### src/rtl/muldiv_unit.sv
// -----------------------------------------------------------------------------
// muldiv_unit
//   Iterative RV32M multiply/divide engine for the EX stage. It accepts one
//   M-extension operation, holds IF/ID/EX through muldiv_stall while it
//   computes, and then presents the result until the pipeline takes it.
//
//   Multiply: shift-add, STEP multiplier bits per cycle into a 2*XLEN
//             accumulator (multiplier starts in the low half).
//   Divide:   restoring division, STEP quotient bits per cycle.
//   Signed operations run on magnitudes; signs are fixed up in the FIX state.
//
// Parameters
//   XLEN : operand/result width
//   STEP : bits retired per CALC cycle (1, 2, 4 or 8; XLEN % STEP == 0)
//
// Ports
//   clk, rst_n     : clock (rising edge), asynchronous active-low reset
//   cmd_muldiv_ex  : M-extension op present in EX
//   alu_code_ex    : funct3 (MUL, MULH, MULHSU, MULHU, DIV, DIVU, REM, REMU)
//   rs1_sel        : multiplicand / dividend
//   rs2_sel        : multiplier / divisor
//   rd_adr_ex      : destination register of the op
//   stall          : downstream stall, only extends DONE
//   rst_pipe       : synchronous flush, highest priority
//   muldiv_stall   : hold IF/ID/EX (combinational)
//   muldiv_done    : result valid
//   muldiv_result  : result
//   muldiv_rd_adr  : destination register captured with the op
// -----------------------------------------------------------------------------
module muldiv_unit #(
    parameter int XLEN = 32,
    parameter int STEP = 1
) (
    input  logic            clk,
    input  logic            rst_n,
    input  logic            cmd_muldiv_ex,
    input  logic [2:0]      alu_code_ex,
    input  logic [XLEN-1:0] rs1_sel,
    input  logic [XLEN-1:0] rs2_sel,
    input  logic [4:0]      rd_adr_ex,
    input  logic            stall,
    input  logic            rst_pipe,
    output logic            muldiv_stall,
    output logic            muldiv_done,
    output logic [XLEN-1:0] muldiv_result,
    output logic [4:0]      muldiv_rd_adr
);

    localparam int N     = XLEN / STEP;
    localparam int CNT_W = (N > 1) ? $clog2(N) : 1;
    localparam logic [CNT_W-1:0] CNT_LAST = CNT_W'(N - 1);

    localparam logic [1:0] S_IDLE = 2'd0;
    localparam logic [1:0] S_CALC = 2'd1;
    localparam logic [1:0] S_FIX  = 2'd2;
    localparam logic [1:0] S_DONE = 2'd3;

    localparam logic [2:0] F_MUL    = 3'b000;
    localparam logic [2:0] F_MULH   = 3'b001;
    localparam logic [2:0] F_MULHSU = 3'b010;
    localparam logic [2:0] F_DIV    = 3'b100;
    localparam logic [2:0] F_REM    = 3'b110;

    localparam logic [XLEN-1:0] MOST_NEG = {1'b1, {(XLEN-1){1'b0}}};

    // ------------------------------------------------------------------
    // State
    // ------------------------------------------------------------------
    logic [1:0]        state_q,   state_d;
    logic [CNT_W-1:0]  cnt_q,     cnt_d;
    logic [2:0]        op_q,      op_d;
    logic              sign1_q,   sign1_d;
    logic              sign2_q,   sign2_d;
    logic [XLEN-1:0]   mcand_q,   mcand_d;    // |rs1| for multiply
    logic [XLEN-1:0]   divisor_q, divisor_d;  // |rs2| for divide
    logic [2*XLEN-1:0] acc_q,     acc_d;      // product accumulator
    logic [XLEN-1:0]   rem_q,     rem_d;      // partial remainder
    logic [XLEN-1:0]   quo_q,     quo_d;      // dividend shifting out, quotient in
    logic [XLEN-1:0]   result_q,  result_d;
    logic [4:0]        rd_q,      rd_d;

    // ------------------------------------------------------------------
    // Operand decode at acceptance
    // ------------------------------------------------------------------
    logic            a_signed, b_signed;
    logic            s1_in, s2_in;
    logic [XLEN-1:0] a_mag, b_mag;
    logic            div_by_zero, div_overflow;
    logic [XLEN-1:0] special_res;

    always_comb begin
        a_signed = (alu_code_ex == F_MULH) || (alu_code_ex == F_MULHSU) ||
                   (alu_code_ex == F_DIV)  || (alu_code_ex == F_REM);
        b_signed = (alu_code_ex == F_MULH) || (alu_code_ex == F_DIV) ||
                   (alu_code_ex == F_REM);
        s1_in    = a_signed & rs1_sel[XLEN-1];
        s2_in    = b_signed & rs2_sel[XLEN-1];
        a_mag    = s1_in ? (~rs1_sel + 1'b1) : rs1_sel;
        b_mag    = s2_in ? (~rs2_sel + 1'b1) : rs2_sel;

        div_by_zero  = alu_code_ex[2] && (rs2_sel == '0);
        div_overflow = ((alu_code_ex == F_DIV) || (alu_code_ex == F_REM)) &&
                       (rs1_sel == MOST_NEG) && (rs2_sel == '1);

        // alu_code_ex[1] distinguishes REM* from DIV*
        if (div_by_zero)
            special_res = alu_code_ex[1] ? rs1_sel : '1;
        else
            special_res = alu_code_ex[1] ? '0 : rs1_sel;
    end

    // ------------------------------------------------------------------
    // STEP-deep combinational iteration chains
    // ------------------------------------------------------------------
    logic [2*XLEN-1:0] mul_stage [STEP+1];
    logic [XLEN-1:0]   rem_stage [STEP+1];
    logic [XLEN-1:0]   quo_stage [STEP+1];

    assign mul_stage[0] = acc_q;
    assign rem_stage[0] = rem_q;
    assign quo_stage[0] = quo_q;

    genvar gi;
    generate
        for (gi = 0; gi < STEP; gi++) begin : g_step
            logic [XLEN:0] mul_sum;
            logic [XLEN:0] rem_shift;
            logic [XLEN:0] rem_diff;

            // Add the multiplicand into the high half when the current
            // multiplier bit (LSB) is set, then shift the whole thing right.
            assign mul_sum = {1'b0, mul_stage[gi][2*XLEN-1:XLEN]} +
                             (mul_stage[gi][0] ? {1'b0, mcand_q} : {(XLEN+1){1'b0}});
            assign mul_stage[gi+1] = {mul_sum, mul_stage[gi][XLEN-1:1]};

            // Remainder is always below the divisor, so the shifted value
            // fits in XLEN+1 bits and the difference sign is its MSB.
            assign rem_shift = {rem_stage[gi], quo_stage[gi][XLEN-1]};
            assign rem_diff  = rem_shift - {1'b0, divisor_q};
            assign rem_stage[gi+1] = rem_diff[XLEN] ? rem_shift[XLEN-1:0]
                                                    : rem_diff[XLEN-1:0];
            assign quo_stage[gi+1] = {quo_stage[gi][XLEN-2:0], ~rem_diff[XLEN]};
        end
    endgenerate

    // ------------------------------------------------------------------
    // Sign fix-up and result selection
    // ------------------------------------------------------------------
    logic [2*XLEN-1:0] prod_fix;
    logic [XLEN-1:0]   quo_fix;
    logic [XLEN-1:0]   rem_fix;
    logic [XLEN-1:0]   fix_result;

    always_comb begin
        // Sign flags are only ever set for the signed views, so the XOR
        // covers MUL/MULH/MULHSU/MULHU and DIV/DIVU alike.
        prod_fix = (sign1_q ^ sign2_q) ? (~acc_q + 1'b1) : acc_q;
        quo_fix  = (sign1_q ^ sign2_q) ? (~quo_q + 1'b1) : quo_q;
        rem_fix  = sign1_q ? (~rem_q + 1'b1) : rem_q;

        case (op_q)
            F_MUL:          fix_result = prod_fix[XLEN-1:0];
            3'b100, 3'b101: fix_result = quo_fix;
            3'b110, 3'b111: fix_result = rem_fix;
            default:        fix_result = prod_fix[2*XLEN-1:XLEN];
        endcase
    end

    // ------------------------------------------------------------------
    // Next-state logic
    // ------------------------------------------------------------------
    always_comb begin
        state_d   = state_q;
        cnt_d     = cnt_q;
        op_d      = op_q;
        sign1_d   = sign1_q;
        sign2_d   = sign2_q;
        mcand_d   = mcand_q;
        divisor_d = divisor_q;
        acc_d     = acc_q;
        rem_d     = rem_q;
        quo_d     = quo_q;
        result_d  = result_q;
        rd_d      = rd_q;

        case (state_q)
            S_IDLE: begin
                if (cmd_muldiv_ex) begin
                    op_d      = alu_code_ex;
                    rd_d      = rd_adr_ex;
                    sign1_d   = s1_in;
                    sign2_d   = s2_in;
                    mcand_d   = a_mag;
                    divisor_d = b_mag;
                    acc_d     = {{XLEN{1'b0}}, b_mag};
                    rem_d     = '0;
                    quo_d     = a_mag;
                    cnt_d     = '0;
                    if (div_by_zero || div_overflow) begin
                        result_d = special_res;
                        state_d  = S_DONE;
                    end else begin
                        state_d  = S_CALC;
                    end
                end
            end
            S_CALC: begin
                if (op_q[2]) begin
                    rem_d = rem_stage[STEP];
                    quo_d = quo_stage[STEP];
                end else begin
                    acc_d = mul_stage[STEP];
                end
                cnt_d = cnt_q + 1'b1;
                if (cnt_q == CNT_LAST)
                    state_d = S_FIX;
            end
            S_FIX: begin
                result_d = fix_result;
                state_d  = S_DONE;
            end
            default: begin  // S_DONE: cmd_muldiv_ex still names this op
                if (!stall)
                    state_d = S_IDLE;
            end
        endcase

        if (rst_pipe) begin
            state_d  = S_IDLE;
            result_d = '0;
            rd_d     = '0;
        end
    end

    always_ff @(posedge clk or negedge rst_n) begin
        if (!rst_n) begin
            state_q   <= S_IDLE;
            cnt_q     <= '0;
            op_q      <= '0;
            sign1_q   <= 1'b0;
            sign2_q   <= 1'b0;
            mcand_q   <= '0;
            divisor_q <= '0;
            acc_q     <= '0;
            rem_q     <= '0;
            quo_q     <= '0;
            result_q  <= '0;
            rd_q      <= '0;
        end else begin
            state_q   <= state_d;
            cnt_q     <= cnt_d;
            op_q      <= op_d;
            sign1_q   <= sign1_d;
            sign2_q   <= sign2_d;
            mcand_q   <= mcand_d;
            divisor_q <= divisor_d;
            acc_q     <= acc_d;
            rem_q     <= rem_d;
            quo_q     <= quo_d;
            result_q  <= result_d;
            rd_q      <= rd_d;
        end
    end

    // ------------------------------------------------------------------
    // Outputs
    // ------------------------------------------------------------------
    assign muldiv_stall  = ((state_q == S_IDLE) && cmd_muldiv_ex) ||
                           (state_q == S_CALC) || (state_q == S_FIX);
    assign muldiv_done   = (state_q == S_DONE);
    assign muldiv_result = result_q;
    assign muldiv_rd_adr = rd_q;

endmodule

### config.mk
export PLATFORM = sky130hd
export DESIGN_NAME = muldiv_unit
export DESIGN_NICKNAME = d
export VERILOG_FILES = /design/src/rtl/muldiv_unit.sv
export SDC_FILE = /design/constraint.sdc
export NUM_CORES = 1
export LEC_CHECK = 0
export CAP_MARGIN = 20
export CORE_AREA = 10 10 235 237
export DETAILED_ROUTE_END_ITERATION = 10
export DIE_AREA = 0 0 245 247
export SLEW_MARGIN = 20
export SYNTH_ARGS = -nofsm -noshare
export SYNTH_HDL_FRONTEND = slang
export SYNTH_SLANG_ARGS = --single-unit
### constraint.sdc
create_clock -name clk -period 4.34 [get_ports clk]
set_clock_uncertainty 0.2 [all_clocks]
set_input_delay 0.868 -clock clk [delete_from_list [all_inputs] [get_ports clk]]
set_output_delay 0.868 -clock clk [all_outputs]
set_load 0.05 [all_outputs]
* Yosys cells after proc, flatten, opt, wreduce, memory -nomap -nowiden *
Index checks and enable logic that the tools add are counted.

operators by class
  bitwise gates (word level) = 9
  reduce and logical (&&, ||, !) cells = 29
  mux-type cells = 35
  equality and inequality tests = 21
  add/sub/neg operators = 8

operators by type and width
  cell                                                             number
  32-bit 2-to-1 mux                                                16
  64-bit 2-to-1 mux                                                3
  32-bit case mux with 2 select lines                              3
  32-bit by 1-bit adder with 32-bit output, second input constant  4
  32-bit NOT                                                       4
  64-bit case mux with 2 select lines                              1
  32-bit case mux with 3 select lines                              1
  64-bit by 1-bit adder with 64-bit output, second input constant  1
  32-bit equality test, second input constant                      2
  64-bit NOT                                                       1
  32-bit by 32-bit adder with 33-bit output                        1
  33-bit by 32-bit subtractor with 33-bit output                   1
  32-bit logical NOT                                               1
  5-bit 2-to-1 mux                                                 4
  3-bit equality test, second input constant                       6
  3-bit AND reduction                                              4
  2-bit 2-to-1 mux                                                 5
  5-bit case mux with 2 select lines                               1
  1-bit logical OR                                                 9
  3-bit != test, second input constant                             3
  2-bit != test, second input constant                             3
  2-bit case mux with 3 select lines                               1
  2-bit AND reduction                                              3
  2-bit nonzero test                                               3
  other kinds (15)                                                 21

word-level totals
  input bits = 77
  register bits after elaboration = 241
  output and inout bits = 39
  word-level logic and storage cells = 114

* Logic depth before layout (Yosys ltp) *
Gate-level depths: netlist of run 1.

  depth in word-level cells = 9
  mapped depth = 13
  gate-level depth less buffers = 12

* Worst setup path after synthesis of run 1 *
OpenSTA, ideal clock, no wires.

  path kind = in2reg
  start = in rs1_sel[0]
  end = reg result_q[3] (netlist: muldiv_result[3])
  setup slack = 526 ps
  path buffers = 4
  arrival time = 3479 ps
  stages = 13
  library setup time = 135 ps
  data required time = 4005 ps
  path through = inv_1 > ha_1 > or3b_2 > or2_1 > clkbuf_2 > or4_1 > o41ai_2 > a221oi_2 > buf_2 > buf_2 > clkbuf_1 > nand2_1 > o31ai_1

between the ends
  longest elaborated chain between the ends = 6

ends and longest elaborated chain
  element                        line  text
  start: declaration             38    input logic [XLEN-1:0] rs1_sel,
  32-bit equality test           103   (rs1_sel == MOST_NEG) && (rs2_sel == '1);
  1-bit logical AND              102   div_overflow = ((alu_code_ex == F_DIV) || (alu_code_ex == F_REM)) &&
  1-bit logical AND              103
  1-bit logical OR               199   if (div_by_zero || div_overflow) begin
  3-bit != test (no line)        --
  3-bit AND reduction (no line)  --
  end signal: assignment         260   result_q <= result_d;
  end: declaration               79    logic [XLEN-1:0] result_q, result_d;

No other way between the ends.
A chain may end at the register's enable or synchronous reset.

* Final worst setup path of run 1 *
  start = reg acc_q[0]
  end = reg acc_q[61]

between the ends
  longest elaborated chain between the ends = 4

ends and longest elaborated chain
  element                                    line  text
  start: declaration                         76    logic [2*XLEN-1:0] acc_q, acc_d;
  start signal: assignment                   244   acc_q <= '0;
  start signal: assignment                   257   acc_q <= acc_d;
  32-bit 2-to-1 mux                          133   (mul_stage[gi][0] ? {1'b0, mcand_q} : {(XLEN+1){1'b0}});
  32-bit by 32-bit adder with 33-bit output  132   assign mul_sum = {1'b0, mul_stage[gi][2*XLEN-1:XLEN]} +
  64-bit 2-to-1 mux                          208   if (op_q[2]) begin
  64-bit case mux with 2 select lines        186   case (state_q)

No other way between the ends. The select of a mux whose other input is x is not followed.

==> results of run 1 <==
cell usage in the layout, fill, tap and decap left out, drive strengths merged, types with 19 or more instances in the layout:
master         Yosys  routed
a31oi             23      23
dfrtp            241     241
a21oi            171     171
o41ai             31      31
nand3             65      65
nor2             200     200
mux2i             29      29
nor3              52      52
o311ai            24      24
inv               76      79
and2              44      44
o21ai            258     258
clkbuf           138      35
nand4             27      27
or3               40      40
o211ai            19      19
a21o              28      28
a211oi            24      24
xnor2             88      88
xor2             115     115
ha                76      76
nand2            332     332
buf               20     126
maj3              24      24
nand2b            23      23
o31ai             42      42
clkdlybuf4s50      0     113
nor4              29      29
or4               27      27
worst max-delay path by stage:
| stage | cells after the start | endpoint | slack, ns |
|---|---|---|---|
| 6_report | 15 | acc_q[61]$_DFFE_PN0P_ | 0.36 |
| 3_3_place_gp | 14 | muldiv_result[31]$_DFFE_PN0P_ | -0.01 |
| 2_1_floorplan | 13 | muldiv_result[3]$_DFFE_PN0P_ | 0.53 |
| 4_1_cts | 15 | acc_q[61]$_DFFE_PN0P_ | 0.35 |
| 3_5_place_dp | 14 | muldiv_result[29]$_DFFE_PN0P_ | 0.01 |
| 5_1_grt | 15 | acc_q[61]$_DFFE_PN0P_ | 0.19 |
metal layers:
metal	vias to the layer above	wire [µm]	track usage
met5	-	0	0
met4	0	3210	0.0935
met3	153	5960	0.0420
met2	832	35200	0.398
met1	9698	33300	0.329
li1	9261	-	-
what timing repair did:
action / 4_1_cts / 5_1_grt
endpoints found under the hold margin: 0 / 0
setup endpoints to repair: 0 / 1
hold buffers: 0 / 0
resized for setup: 0 / 1
through the flow:
stage	instances	instance area [µm²]	total power [mW]
after CTS	3305	23100	16.1
after global placement	3247	22000	13.0
after floorplan	2486	19500	9.86
after detailed placement	3247	22000	13.1
final	3306	23200	16.3
after global routing	3305	23200	17.3
area by class of cell:
| type | count | area (µm²) |
|---|---|---|
| Inverter | 76 | 285 |
| Antenna cell | 1 | 2.50 |
| Fill cell | 5107 | 27500 |
| Multi-Input combinational cell | 2011 | 12600 |
| Clock buffer | 35 | 831 |
| Tap cell | 680 | 851 |
| Timing Repair Buffer | 239 | 2180 |
| Sequential cell | 241 | 6030 |
| Clock inverter | 23 | 325 |
cell usage after synthesis (30+ instances only):
master                       n  area share
sky130_fd_sc_hd__nor2_1    200       0.039
sky130_fd_sc_hd__dfrtp_1   241        0.31
sky130_fd_sc_hd__nor3_1     51       0.013
sky130_fd_sc_hd__xor2_1    115       0.052
sky130_fd_sc_hd__o41ai_1    30       0.013
sky130_fd_sc_hd__o21ai_0   250       0.064
sky130_fd_sc_hd__nand3_1    65       0.017
sky130_fd_sc_hd__xnor2_1    88       0.040
sky130_fd_sc_hd__o31ai_1    42       0.016
sky130_fd_sc_hd__and2_1     43       0.014
sky130_fd_sc_hd__a21oi_1   171       0.044
sky130_fd_sc_hd__inv_1      76       0.015
sky130_fd_sc_hd__nand2_1   332       0.064
sky130_fd_sc_hd__ha_1       76       0.049
sky130_fd_sc_hd__or3_1      38       0.012
sky130_fd_sc_hd__clkbuf_1  137       0.026
kinds of logic after synthesis:
group,Yosys count
mux,40
fa+ha+maj,102
simple gates,916
buf+inv,234
flops,241
xor+xnor,203
compound gates,750
power groups by stage:
stage          combinational (mW)  sequential [mW]  clock (mW)
5_1_grt                      10.0             4.18        3.07
4_1_cts                      9.08             4.06        2.99
2_1_floorplan                5.96             3.90           0
3_3_place_gp                 8.94             4.07           0
6_report                     9.26             4.09        2.95
3_5_place_dp                 9.03             4.09           0
worst max-delay path, delay by kind of cell, from the launching register on:
family,cells,cell delay (ns)
AO/OA/AOI/OAI,5,1.11
buffers and inverters,4,0.75
adder cells (fa/ha/maj),2,0.60
AND/OR/NAND/NOR,3,0.52
flip-flops,1,0.49
multiplexers,1,0.15
state kept, by name (all words and copies together), names as in the netlist:
name           cells
quo_q             32
muldiv_result     32
state_q            2
muldiv_rd_adr      5
acc_q             64
sign1_q            1
sign2_q            1
rem_q             32
mcand_q           32
op_q               3
cnt_q              5
divisor_q         32
==> metrics.yaml, run 1 <==
critical_path:
  timing.rr.end: "acc_q[61]$_DFFE_PN0P_"
  crit_slowest_cell: "sky130_fd_sc_hd__dfrtp_1"
  critical_path.endpoint_type: "flop"
  timing.setup.critical_path_class: "flop to flop"
  worstPathCellList: "buf_4 -> and2_1 -> ha_1 -> inv_1 -> fa_1 -> nand2b_1 -> a21oi_1 -> o21ai_0 -> buf_4 -> a2111oi_0 -> buf_4 -> o41ai_1 -> nor2b_1 -> mux2i_1 -> o211ai_1"
  r2r_slack_ns: 0.36
  crit_top_cell: "sky130_fd_sc_hd__buf_4"
  critical_path.startpoint: "acc_q[0]$_DFFE_PN0P_"
  setup.worst_path.start_class: "flop"
  largest_stage_delay_on_the_critical_path_ns: 0.49
  cp.required_ns: 4.60
  worstRegToRegCells: 15
  data_arrival_critical_path_ns: 4.24
  maximum_fanout_along_the_worst_path: 12
  worst_r2r_startpoint: "acc_q[0]$_DFFE_PN0P_"
power_and_ir_drop:
  p_sw_frac: 0.503
  p_int_mw: 8.10
  netSwitchingPower_mw: 8.20
  vdd_drop_max_uv: 419
  leakagePower_nw: 9.90
  p_comb_frac: 0.568
  pwr-share-seq: 0.251
  powerDensity_mw_per_mm2: 704
  p_clk_frac: 0.181
clock_tree:
  worst_skew_pair_latency_ns: 0.59
  clockRootBuffer: "sky130_fd_sc_hd__clkbuf_16"
  cts_inserted_buffers: 31
  cts_tree: "done"
  cts_htree_levels: 1
  clock_path_buffers: 3
  cts_num_sinks: 241
  post-cts-setup-buffer-count: 0
  clk_transition_reported_paths_ns: 0.06
yosys:
  synth_top_family_by_area: "compound AO/OA/AOI/OAI gates"
  post_synth_fa_ha_maj_area_fraction: 0.0632
  synth-warning-count: 0
  post_synth_xor_area_fraction: 0.0912
  unique_cell_type_count_in_the_yosys_netlist: 82
  synth-edff-count: 0
  synth.mux.area_fraction: 0.0213
  synth_simple_gate_area_frac: 0.225
  synth_area_per_cell_um2: 7.84
  post_syn_area_mm2: 0.0195
  ys_dominant_reg_cell: "sky130_fd_sc_hd__dfrtp_1"
  synth.net_count: 2641
  synth_async_sr_flop_share: 1.00
  synth.ff_latch_count: 241
  seq_area_frac_synth: 0.309
  synth_compound_gate_area_share: 0.243
  syn_inst: 2486
global_routing:
  antenna_violations_before_repair: 2
  number_of_global_route_vias_before_repair: 18900
  grt_pass1_wl_mm: 117
  grt_max_degree: 110
  globalRoute.totalOverflow: 0
  grt_usage: 0.248
route:
  post_drt_via_cell_ratio: 6.03
  drt_first_iter_violations: 1983
  detail_route.first_pass.iterations: 6
  routed_wirelength_mm: 77.6
  detail_route.wl_per_cell_um: 23.5
  via_count: 19900
  remaining_drc_errors: 0
  detail-route-antenna-nets: 0
floorplanning:
  die_extent_in_y_um: 247
  number_of_placement_rows: 83
  dieWidth_um: 245
  start_util: 0.385
  coreArea_mm2: 0.0507
  die-area_mm2: 0.0605
  io_pins: 116
run:
  drv_cap: 0
cells_and_area:
  area_growth_syn_to_layout_pct: 18.8
  final_core_util: 0.457
  num-nets-final: 2755
  drive_gt1_frac: 0.0872
timing:
  timing.final.crit_share: 0.916
  report.final.hold_viol_count: 0
  finalCriticalPeriod_ns: 3.98
  max-slew-margin-rel: 0.342
  worst-slew-pin-transition_ns: 0.987
  layout_setup_ws_ns: 0.364
  setup_total_neg_slack_ns: 0
  setup_viol: 0
  final-max-slew-violation-count: 0
  clock.fmax_mhz: 252
  rsz0062_at_grt: "false"
  timing.hold.ws_ns: 0.146
place:
  gpl.final_weighted_congestion: 1.01
  dp_slack_ns: 0.0101
  port_buffers: 115
  hpwl_mm: 60.0
hold_path:
  hp-class: "input pin to asynchronous set/reset pin"
outcome:
  run_status: "finished clean"
Note: power is estimated with default switching activity, not from simulation.
==> run 2: changes to the inputs <==
Settings changed: SKIP_CTS_REPAIR_TIMING set to 1.
==> results of run 2 <==
Final layout, timing and power as in run 1 (identical DEF).
